==> src/rtl/ifmap_row_framer_pkg.sv <==
// Shared definitions for the ifmap row framer: FSM states, tag bit
// positions inside the pushed word, and skid FIFO sizing.
package ifmap_framer_pkg;

  localparam int PKG_DATA_WIDTH = 16;
  localparam int PKG_ADDR_WIDTH = 10;
  localparam int PKG_LEN_WIDTH  = 8;

  // Tag positions within {start_bit, end_bit, data}
  localparam int START_BIT = PKG_DATA_WIDTH + 1;
  localparam int END_BIT   = PKG_DATA_WIDTH;

  // Two entries cover the one-cycle SRAM latency plus one stalled word
  localparam int SKID_DEPTH = 2;
  localparam int SKID_CNT_W = $clog2(SKID_DEPTH + 1);

  typedef enum logic [1:0] {
    IDLE  = 2'd0,
    FETCH = 2'd1,
    DRAIN = 2'd2,
    DONE  = 2'd3
  } state_e;

endpackage

==> src/rtl/ifmap_row_framer_if.sv <==
// SRAM read port and ifmap buffer push port of the row framer.
// master = framer side, slave = SRAM/buffer side.
interface ifmap_row_framer_if #(
  parameter int DATA_WIDTH = 16,
  parameter int ADDR_WIDTH = 10
);
  logic                    mem_rd_en;
  logic [ADDR_WIDTH-1:0]   mem_addr;
  logic [DATA_WIDTH-1:0]   mem_rd_data;
  logic                    buf_full;
  logic                    buf_write_en;
  logic [DATA_WIDTH+1:0]   buf_data;

  modport master (
    output mem_rd_en, mem_addr, buf_write_en, buf_data,
    input  mem_rd_data, buf_full
  );

  modport slave (
    input  mem_rd_en, mem_addr, buf_write_en, buf_data,
    output mem_rd_data, buf_full
  );
endinterface

==> src/rtl/ifmap_row_framer_skid_fifo.sv <==
// Two-entry register FIFO that absorbs SRAM words while the ifmap
// buffer is full. The caller guarantees no push when full and no pop
// when empty.
module framer_skid_fifo
  import ifmap_framer_pkg::*;
#(
  parameter int WIDTH = 18
) (
  input  logic                  clk,
  input  logic                  rst,
  input  logic                  push,
  input  logic                  pop,
  input  logic [WIDTH-1:0]      din,
  output logic [WIDTH-1:0]      head,
  output logic [SKID_CNT_W-1:0] count
);

  logic [WIDTH-1:0]      mem_r [SKID_DEPTH];
  logic                  wr_ptr_r;
  logic                  rd_ptr_r;
  logic [SKID_CNT_W-1:0] count_r;

  // Storage, pointers and occupancy; reset clears contents so head reads zero
  always_ff @(posedge clk) begin
    if (rst) begin
      mem_r[0] <= {WIDTH{1'b0}};
      mem_r[1] <= {WIDTH{1'b0}};
      wr_ptr_r <= 1'b0;
      rd_ptr_r <= 1'b0;
      count_r  <= {SKID_CNT_W{1'b0}};
    end else begin
      if (push) begin
        mem_r[wr_ptr_r] <= din;
        wr_ptr_r        <= ~wr_ptr_r;
      end
      if (pop) begin
        rd_ptr_r <= ~rd_ptr_r;
      end
      count_r <= count_r + SKID_CNT_W'(push) - SKID_CNT_W'(pop);
    end
  end

  assign head  = mem_r[rd_ptr_r];
  assign count = count_r;

endmodule

==> src/rtl/ifmap_row_framer.sv <==
// Fetches a 2-D ifmap window row by row from a 1-cycle-latency SRAM,
// tags each word with start/end-of-row bits and pushes
// {start_bit, end_bit, data} into the PE's ifmap buffer, throttling on
// buf_full through a two-entry skid FIFO.
module ifmap_row_framer
  import ifmap_framer_pkg::*;
#(
  parameter int DATA_WIDTH = PKG_DATA_WIDTH,
  parameter int ADDR_WIDTH = PKG_ADDR_WIDTH,
  parameter int LEN_WIDTH  = PKG_LEN_WIDTH
) (
  input  logic                  clk,
  input  logic                  rst,
  input  logic                  start,
  input  logic [ADDR_WIDTH-1:0] base_addr,
  input  logic [LEN_WIDTH-1:0]  row_len,
  input  logic [LEN_WIDTH-1:0]  num_rows,
  input  logic [ADDR_WIDTH-1:0] row_pitch,
  ifmap_row_framer_if.master    bus,
  output logic                  busy,
  output logic                  done
);

  localparam logic [LEN_WIDTH-1:0] LEN_ONE  = LEN_WIDTH'(1);
  localparam logic [LEN_WIDTH-1:0] LEN_ZERO = {LEN_WIDTH{1'b0}};

  state_e                  state_r;
  state_e                  next_state_s;

  logic [ADDR_WIDTH-1:0]   row_base_r;
  logic [ADDR_WIDTH-1:0]   row_pitch_r;
  logic [LEN_WIDTH-1:0]    col_r;
  logic [LEN_WIDTH-1:0]    row_r;
  logic [LEN_WIDTH-1:0]    row_len_r;
  logic [LEN_WIDTH-1:0]    num_rows_r;

  logic                    inflight_r;
  logic                    inflight_start_r;
  logic                    inflight_end_r;

  logic [SKID_CNT_W-1:0]   count_s;
  logic [DATA_WIDTH+1:0]   head_s;
  logic [DATA_WIDTH+1:0]   fifo_din_s;
  logic [2:0]              occ_s;

  logic                    push_s;
  logic                    rd_en_s;
  logic                    col_last_s;
  logic                    row_last_s;
  logic                    last_rd_s;
  logic                    drain_done_s;
  logic                    zero_cmd_s;
  logic [ADDR_WIDTH-1:0]   addr_s;

  assign col_last_s = (col_r == (row_len_r - LEN_ONE));
  assign row_last_s = (row_r == (num_rows_r - LEN_ONE));
  assign zero_cmd_s = (row_len == LEN_ZERO) || (num_rows == LEN_ZERO);
  assign occ_s      = {1'b0, count_s} + {2'b00, inflight_r};
  assign addr_s     = row_base_r + ADDR_WIDTH'(col_r);
  assign fifo_din_s = {inflight_start_r, inflight_end_r, bus.mem_rd_data};

  framer_skid_fifo #(
    .WIDTH (DATA_WIDTH + 2)
  ) u_skid (
    .clk   (clk),
    .rst   (rst),
    .push  (inflight_r),
    .pop   (push_s),
    .din   (fifo_din_s),
    .head  (head_s),
    .count (count_s)
  );

  // Push/read decisions: a read is issued only if the skid FIFO can take it
  always_comb begin
    push_s       = 1'b0;
    rd_en_s      = 1'b0;
    last_rd_s    = 1'b0;
    drain_done_s = 1'b0;
    if ((count_s != {SKID_CNT_W{1'b0}}) && !bus.buf_full) begin
      push_s = 1'b1;
    end else begin
      push_s = 1'b0;
    end
    if ((state_r == FETCH) && (occ_s <= (3'd1 + {2'b00, push_s}))) begin
      rd_en_s = 1'b1;
    end else begin
      rd_en_s = 1'b0;
    end
    last_rd_s = rd_en_s && col_last_s && row_last_s;
    if (!inflight_r &&
        ((count_s == {SKID_CNT_W{1'b0}}) ||
         ((count_s == SKID_CNT_W'(1)) && push_s))) begin
      drain_done_s = 1'b1;
    end else begin
      drain_done_s = 1'b0;
    end
  end

  // FSM state register
  always_ff @(posedge clk) begin
    if (rst) begin
      state_r <= IDLE;
    end else begin
      state_r <= next_state_s;
    end
  end

  // FSM next-state logic
  always_comb begin
    next_state_s = state_r;
    case (state_r)
      IDLE: begin
        if (start) begin
          next_state_s = zero_cmd_s ? DONE : FETCH;
        end else begin
          next_state_s = IDLE;
        end
      end
      FETCH: begin
        if (last_rd_s) begin
          next_state_s = DRAIN;
        end else begin
          next_state_s = FETCH;
        end
      end
      DRAIN: begin
        if (drain_done_s) begin
          next_state_s = DONE;
        end else begin
          next_state_s = DRAIN;
        end
      end
      DONE:    next_state_s = IDLE;
      default: next_state_s = IDLE;
    endcase
  end

  // Command capture and row/column address counters
  always_ff @(posedge clk) begin
    if (rst) begin
      row_base_r  <= {ADDR_WIDTH{1'b0}};
      row_pitch_r <= {ADDR_WIDTH{1'b0}};
      col_r       <= LEN_ZERO;
      row_r       <= LEN_ZERO;
      row_len_r   <= LEN_ZERO;
      num_rows_r  <= LEN_ZERO;
    end else if ((state_r == IDLE) && start) begin
      row_base_r  <= base_addr;
      row_pitch_r <= row_pitch;
      col_r       <= LEN_ZERO;
      row_r       <= LEN_ZERO;
      row_len_r   <= row_len;
      num_rows_r  <= num_rows;
    end else if (rd_en_s) begin
      if (col_last_s) begin
        col_r      <= LEN_ZERO;
        row_r      <= row_r + LEN_ONE;
        row_base_r <= row_base_r + row_pitch_r;
      end else begin
        col_r      <= col_r + LEN_ONE;
      end
    end
  end

  // Tags travel alongside the outstanding SRAM read
  always_ff @(posedge clk) begin
    if (rst) begin
      inflight_r       <= 1'b0;
      inflight_start_r <= 1'b0;
      inflight_end_r   <= 1'b0;
    end else begin
      inflight_r       <= rd_en_s;
      inflight_start_r <= (col_r == LEN_ZERO);
      inflight_end_r   <= col_last_s;
    end
  end

  assign bus.mem_rd_en    = rd_en_s;
  assign bus.mem_addr     = rd_en_s ? addr_s : {ADDR_WIDTH{1'b0}};
  assign bus.buf_write_en = push_s;
  assign bus.buf_data     = head_s;
  assign busy             = (state_r != IDLE);
  assign done             = (state_r == DONE);

endmodule

==> src/flat_wrapper.sv <==
// flat-port wrapper written by rule: the top's interface ports become plain ports
module ifmap_row_framer_flat import ifmap_framer_pkg::*;
#(
  parameter int DATA_WIDTH = PKG_DATA_WIDTH,
  parameter int ADDR_WIDTH = PKG_ADDR_WIDTH,
  parameter int LEN_WIDTH  = PKG_LEN_WIDTH
)
  (clk, rst, start, base_addr, row_len, num_rows, row_pitch, busy, done, bus_mem_rd_en, bus_mem_addr, bus_buf_write_en, bus_buf_data, bus_mem_rd_data, bus_buf_full);
  ifmap_row_framer_if #(.DATA_WIDTH(DATA_WIDTH), .ADDR_WIDTH(ADDR_WIDTH)) bus_i ();
  input  logic clk;
  input  logic rst;
  input  logic start;
  input  logic [ADDR_WIDTH-1:0] base_addr;
  input  logic [LEN_WIDTH-1:0] row_len;
  input  logic [LEN_WIDTH-1:0] num_rows;
  input  logic [ADDR_WIDTH-1:0] row_pitch;
  output logic busy;
  output logic done;
  output wire logic [$bits(bus_i.mem_rd_en)-1:0] bus_mem_rd_en;
  output wire logic [$bits(bus_i.mem_addr)-1:0] bus_mem_addr;
  output wire logic [$bits(bus_i.buf_write_en)-1:0] bus_buf_write_en;
  output wire logic [$bits(bus_i.buf_data)-1:0] bus_buf_data;
  input wire logic [$bits(bus_i.mem_rd_data)-1:0] bus_mem_rd_data;
  input wire logic [$bits(bus_i.buf_full)-1:0] bus_buf_full;
  assign bus_mem_rd_en = bus_i.mem_rd_en;
  assign bus_mem_addr = bus_i.mem_addr;
  assign bus_buf_write_en = bus_i.buf_write_en;
  assign bus_buf_data = bus_i.buf_data;
  assign bus_i.mem_rd_data = bus_mem_rd_data;
  assign bus_i.buf_full = bus_buf_full;
  ifmap_row_framer #(.DATA_WIDTH(DATA_WIDTH), .ADDR_WIDTH(ADDR_WIDTH), .LEN_WIDTH(LEN_WIDTH)) u_core (.clk(clk), .rst(rst), .start(start), .base_addr(base_addr), .row_len(row_len), .num_rows(num_rows), .row_pitch(row_pitch), .bus(bus_i), .busy(busy), .done(done));
endmodule
==> config.mk <==
export PLATFORM = sky130hd
export DESIGN_NAME = ifmap_row_framer_flat
export DESIGN_NICKNAME = d
export VERILOG_FILES = /design/src/rtl/ifmap_row_framer_pkg.sv /design/src/rtl/ifmap_row_framer_if.sv /design/src/rtl/ifmap_row_framer_skid_fifo.sv /design/src/rtl/ifmap_row_framer.sv /design/src/flat_wrapper.sv
export SDC_FILE = /design/constraint.sdc
export NUM_CORES = 1
export LEC_CHECK = 0
export BUFFER_PORTS_ARGS = -buffer_cell sky130_fd_sc_hd__buf_2
export CAP_MARGIN = 25
export CORE_ASPECT_RATIO = 0.8
export CORE_MARGIN = 8
export CORE_UTILIZATION = 49
export CTS_CLUSTER_SIZE = 14
export DETAILED_ROUTE_END_ITERATION = 16
export GPL_ROUTABILITY_DRIVEN = 0
export PLACE_DENSITY = 0.72
export SLEW_MARGIN = 5
export SYNTH_ARGS = -nofsm -noshare
export SYNTH_HDL_FRONTEND = slang
export SYNTH_HIERARCHICAL = 1
export SYNTH_SLANG_ARGS = --single-unit
==> constraint.sdc <==
create_clock -name clk -period 7.5 [get_ports clk]
set_input_delay 1.5 -clock clk [delete_from_list [all_inputs] [get_ports clk]]
set_output_delay 1.5 -clock clk [all_outputs]
set_load 0.05 [all_outputs]
# After elaboration in Yosys (flattened, before gate mapping)
# Memories as Yosys holds them, arrays and structs flattened. A register that Yosys moved wholly into a read port is not among the register bits.
# Cells that the tools add are included.
classes:
  muxes: 23
  eq_ne: 6
  n_reduce_logical: 24
  n_addsub: 10
  n_bitwise: 2
  order_cmp: 1
ops:
  columns: ["op", "count"]
  rows:
  - ["2-to-1 mux 10 bit", 4]
  - ["logical NOT 8 bit", 3]
  - ["2-to-1 mux 18 bit", 1]
  - ["OR reduction 18 bit", 1]
  - ["adder 8 x 1 -> 8 bit (second input constant)", 2]
  - ["equality test 8 bit", 2]
  - ["subtractor 8 x 1 -> 8 bit (second input constant)", 2]
  - ["2-to-1 mux 1 bit", 13]
  - ["adder 10 bit", 1]
  - ["adder 10 x 8 -> 10 bit", 1]
  - ["2-to-1 mux 8 bit", 1]
  - ["case mux 2 bit (4 select lines)", 1]
  - ["nonzero test 2 bit", 4]
  - ["logical AND 1 bit", 7]
  - ["2-to-1 mux 2 bit", 3]
  - ["equality test 2 x 1 -> 1 bit (second input constant)", 2]
  - ["equality test 2 bit (second input constant)", 2]
  - ["logical NOT 2 bit", 2]
  - ["AND reduction 2 bit", 2]
  - ["adder 2 x 1 -> 3 bit", 1]
  - ["less-or-equal comparator 3 bit", 1]
  - ["adder 1 x 1 -> 2 bit (first input constant)", 1]
  - ["adder 2 x 1 -> 2 bit", 1]
  - ["logical NOT 1 bit", 2]
  - ["other kinds (4)", 6]
totals:
  reg_bits: 61
  inputBits: 56
  output_inout_bits: 32
  n_memories: 1
  ram_bits: 36
mem_list:
  columns: ["name", "depth", "word_bits", "rd", "rd_ports_with_merged_regs", "write_ports", "line", "rtl"]
  rows:
  - ["u_core.u_skid.mem_r", 2, 18, 1, 1, 2, "ifmap_row_framer_skid_fifo.sv:18", "logic [WIDTH-1:0] mem_r [SKID_DEPTH];"]

# Depth between registers and ports, before layout
logic_depth:
  depth_word: 11
  depth_mapped: 11

# Modules after synthesis
# Netlist, hierarchy kept.
modules_own_cells:
  columns: ["mod", "seq_area_each_um2", "instances", "cells_each", "area_each_um2"]
  rows:
  - ["ifmap_row_framer", 1141.1, 1, 470, 3648.5]
  - ["framer_skid_fifo", 1181.1, 1, 136, 1841.8]

# Least setup slack after synthesis
# OpenSTA, ideal clock, no wires.
synth_path:
  kind: "input -> output"
  from: "in bus_buf_full"
  to: "out bus_mem_addr[9]"
  slack_ps: 778
  path_buffers: 1
  arrival_ps: 5222
  cell_stages: 9
  t_required_ps: 6000
  path_cell_list: "or2_2 -> inv_1 -> fa_1 -> nor3b_1 -> o21bai_1 -> inv_1 -> clkbuf_1 -> nand2_1 -> o31ai_1"
synth_via:
  elab_chain_len: 8
synth_lines:
  columns: ["item", "line", "rtl"]
  rows:
  - ["from (decl)", "flat_wrapper.sv:24", "input wire logic [$bits(bus_i.buf_full)-1:0] bus_buf_full;"]
  - ["logical NOT 1 bit", "ifmap_row_framer.sv:80", "if ((count_s != {SKID_CNT_W{1'b0}}) && !bus.buf_full) begin"]
  - ["logical AND 1 bit", "ifmap_row_framer.sv:80", null]
  - ["2-to-1 mux 1 bit", "ifmap_row_framer.sv:80", null]
  - ["net bus_buf_write_en", "flat_wrapper.sv:21", "output wire logic [$bits(bus_i.buf_write_en)-1:0] bus_buf_write_en;"]
  - ["adder 1 x 1 -> 2 bit", "ifmap_row_framer.sv:85", "if ((state_r == FETCH) && (occ_s <= (3'd1 + {2'b00, push_s}))) begin"]
  - ["less-or-equal comparator 3 bit", "ifmap_row_framer.sv:85", null]
  - ["logical AND 1 bit", "ifmap_row_framer.sv:85", null]
  - ["2-to-1 mux 1 bit", "ifmap_row_framer.sv:85", null]
  - ["net bus_mem_rd_en", "flat_wrapper.sv:19", "output wire logic [$bits(bus_i.mem_rd_en)-1:0] bus_mem_rd_en;"]
  - ["2-to-1 mux 10 bit", "ifmap_row_framer.sv:180", "assign bus.mem_addr = rd_en_s ? addr_s : {ADDR_WIDTH{1'b0}};"]
  - ["to (decl)", "flat_wrapper.sv:20", "output wire logic [$bits(bus_i.mem_addr)-1:0] bus_mem_addr;"]
# The timed path passes the listed nets, and every way through them passes these cells.

# Worst setup path after layout
layout_path:
  from: "in bus_buf_full"
  to: "out bus_mem_addr[9]"
layout_via:
  elab_chain_len: 8
layout_lines:
  columns: ["item", "line"]
  rows:
  - ["logical NOT 1 bit", "ifmap_row_framer.sv:80"]
  - ["logical AND 1 bit", "ifmap_row_framer.sv:80"]
  - ["2-to-1 mux 1 bit", "ifmap_row_framer.sv:80"]
  - ["adder 1 x 1 -> 2 bit", "ifmap_row_framer.sv:85"]
  - ["less-or-equal comparator 3 bit", "ifmap_row_framer.sv:85"]
  - ["logical AND 1 bit", "ifmap_row_framer.sv:85"]
  - ["2-to-1 mux 1 bit", "ifmap_row_framer.sv:85"]
  - ["2-to-1 mux 10 bit", "ifmap_row_framer.sv:180"]
# No other way between the ends.

==> flow_metrics.env <==
export IMPL_cts_tree="done"
export IMPL_cts_made_buffers=9
export IMPL_cts_clk_slew_worst_paths_ns=0.07
export IMPL_skew_ns=0.009882
export IMPL_hold_viol_final=0
export IMPL_crit_end="bus_mem_addr[9]"
export IMPL_cts_setup_buffers=0
export IMPL_fmaxAchievable_mhz=181.9
export IMPL_cts_hold_buf=0
export IMPL_critPathMaxStageDelay_ns=0.44
export IMPL_first_iter_violations=352
export IMPL_synth_edf_count=36
export IMPL_timing_rr_end="u_core/row_r[7]"
export IMPL_via_count=4469
export IMPL_drtAntennaViolNets=0
export IMPL_start_util_pct=50.41
export IMPL_synthArstFlopShare_pct=0
export IMPL_end_kind="primary output"
export IMPL_cts_resized=0
export IMPL_grtUsageTotal_pct=17.36
export IMPL_synth_warnings=6
export IMPL_layout_commonest_cell="buf_2"
export IMPL_grt_pass1_wl_um=21380
export IMPL_final_period_utilization_pct=73.30
export IMPL_synth_seq_cells=98
export IMPL_syn_cell_area_um2=5490
export IMPL_path_max_fanout=14
export IMPL_status="finished, final reports clean"
export IMPL_period_minus_slack_ns=5.498
export IMPL_wl_um=12610
export IMPL_synthDistinctLibCells=61
export IMPL_rr_startpoint="u_core/u_skid/count[1]"
export IMPL_cts_sinks=98
export IMPL_min_path_type="register to register"
export IMPL_path_cells="buf_2, or2_2, inv_1, fa_1, nor3b_1, o21bai_1, buf_4, inv_1, nand2_1, o31ai_1, buf_2"
export IMPL_slew_limit_headroom_pct=31.61
export IMPL_cp_arrival_ns=4.00
export IMPL_first_global_vias=4444
export IMPL_crit_required_ns=6.00
export IMPL_synthesis_nets=692
export IMPL_cts_root_buf="clkbuf_16"
export IMPL_fillers=972
export IMPL_synth_seq_area_share_pct=42.30
export IMPL_hpwl_um=9473
export IMPL_fin_hold_ws_ns=0.4676
export IMPL_layout_drive_gt1_share_pct=19.88
export IMPL_drv_cap=0
export IMPL_first_pass_iters=4
export IMPL_n_antenna_cell=0
export IMPL_cts_path_max_buffers=2
export IMPL_drc_errors=0
export IMPL_layout_common_cells="buf_2, nand2_1, nor2_1, dfxtp_1, a21oi_1"
export IMPL_r2r_cells=11
export IMPL_leakagePower_nw=2.684
export IMPL_fin_nets=770
export IMPL_synth_top_area_share_pct=22.61
export IMPL_die_area_um2=14870
export IMPL_startpoint_type="input port"
export IMPL_cp_startpoint="bus_buf_full"
export IMPL_slew_viol_final=0
export IMPL_port_buffers=87
export IMPL_yosysTopAreaCell="dfxtp_1"
export IMPL_yosys_top_cells_area="dfxtp_1, edfxtp_1, ha_1"
export IMPL_antenna_found_initial=0
export IMPL_area_delta_synth_final_pct=14.74
export IMPL_peakVddDrop_uv=143.1
export IMPL_grt_max_degree=60
export IMPL_via_per_inst=5.365
export IMPL_cpMaxStageDelayCell="fa_1"
export IMPL_insertion_delay_ns=0.34
export IMPL_setup_tns_ns=0
export IMPL_die_h_um=110.7
export IMPL_rows=34
export IMPL_rsz0062_at_grt="false"
export IMPL_tightest_slew_ns=1.024
export IMPL_ios=88
export IMPL_rrSetupSlack_ns=3.82
export IMPL_avgRoutedWirePerCell_um=15.14
export IMPL_ys_flop_type="dfxtp_1"
export IMPL_die_w_um=134.3
export IMPL_syn_avg_cell_area_um2=9.060
export IMPL_critPathKind="input port to primary output"
export IMPL_grt_overflow=0
export IMPL_setup_viol=0
export IMPL_powerDensity_nw_per_um2=235.6
export IMPL_core_area_um2=10890
export IMPL_holdPathStages=2
export IMPL_netlist_instances=606
export IMPL_htreeDepth=3
==> Yosys cell counts, drive strengths merged (2+ instances only) <==
master	instances
nand2	87
nor2	82
dfxtp	62
a21oi	52
edfxtp	36
ha	27
nand2b	25
inv	24
xnor2	21
mux2	20
xor2	19
clkbuf	16
o21ai	16
nand3	10
nor3	10
a22o	9
buf	9
nor4	7
a21o	6
and3	6
o31ai	5
or2	5
or4	5
and2	4
nand4	4
nor2b	4
fa	3
nor3b	3
o21bai	3
a2111oi	2
a311oi	2
a31oi	2
nand3b	2
o2111ai	2
==> report_power, final <==
group          total, mW  switching [mW]  internal, mW
logic              0.410           0.257         0.153
clock network      0.435           0.206         0.229
registers          0.639          0.0453         0.594
total               1.48           0.508         0.977
==> routing by layer <==
| layer | up-vias | GRT usage (%) | share of wire, % |
|---|---|---|---|
| met4 | 0 | 4.406 | 1.0 |
| met1 | 2085 | 22.69 | 47 |
| met5 | - | 0 | 0 |
| met2 | 118 | 28.09 | 47 |
| met3 | 12 | 4.167 | 4.7 |
| li1 | 2254 | - | - |
==> cell type report <==
class	count	area (um2)	share of cell area [%]
clock buffers	10	229.0	3.635
clock inverters	6	48.80	0.7746
inverters	24	90.09	1.430
multi-input cells	459	2957	46.93
flip-flops and latches	98	2322	36.86
well taps	144	180.2	2.860
repair buffers	92	473.0	7.507
==> state kept, by name, indices dropped and copies added (netlist names), 2 cells and up, named ones only <==
signal and count:
u_core/state_r 2, u_core/u_skid/count 2, u_core/u_skid/mem_r 36, u_core/num_rows_r 8, u_core/row_pitch_r 10, u_core/col_r 8
u_core/row_base_r 10, u_core/row_len_r 8, u_core/row_r 8
==> worst min path at each step <==
stage,from,to,slack [ns]
2_1_floorplan,u_core/row_pitch_r[0],u_core/row_pitch_r[0],0.44
3_3_place_gp,u_core/row_pitch_r[0],u_core/row_pitch_r[0],0.45
3_5_place_dp,u_core/row_pitch_r[0],u_core/row_pitch_r[0],0.46
4_1_cts,u_core/row_pitch_r[4],u_core/row_pitch_r[4],0.47
5_1_grt,u_core/row_pitch_r[4],u_core/row_pitch_r[4],0.48
6_report,u_core/row_pitch_r[4],u_core/row_pitch_r[4],0.47
==> cells by family after synthesis <==
logic type | share of synthesized area, %
adders and majority gates | 7.247
and+or+nand+nor | 21.60
buffers and inverters | 3.942
DFF | 42.30
xor gates and xnor gates | 6.791
muxes | 4.786
AOI/OAI and AO/OA | 13.33
==> critical path, delay by kind of cell <==
kind	cells	cell delay, ns
buffers and inverters	5	1.08
AO/OA/AOI/OAI	2	0.30
AND/OR/NAND/NOR	3	0.67
adder cells (fa/ha/maj)	1	0.44
==> stage by stage <==
| stage | setup WS, ns | std cells | util (%) | instance area, um2 | total power [mW] |
|---|---|---|---|---|---|
| 2_1_floorplan | 0.7782 | 606 | - | 5490 | 0.9695 |
| 3_3_place_gp | 2.156 | 817 | 55.30 | 6022 | 1.049 |
| 3_5_place_dp | 2.009 | 817 | 55.30 | 6022 | 1.064 |
| 4_1_cts | 2.003 | 833 | 57.85 | 6300 | 1.499 |
| 5_1_grt | 1.867 | 833 | 57.85 | 6300 | 1.558 |
| 6_report | 2.002 | 833 | 57.85 | 6300 | 1.484 |
Power figures use the tool's default switching activity.
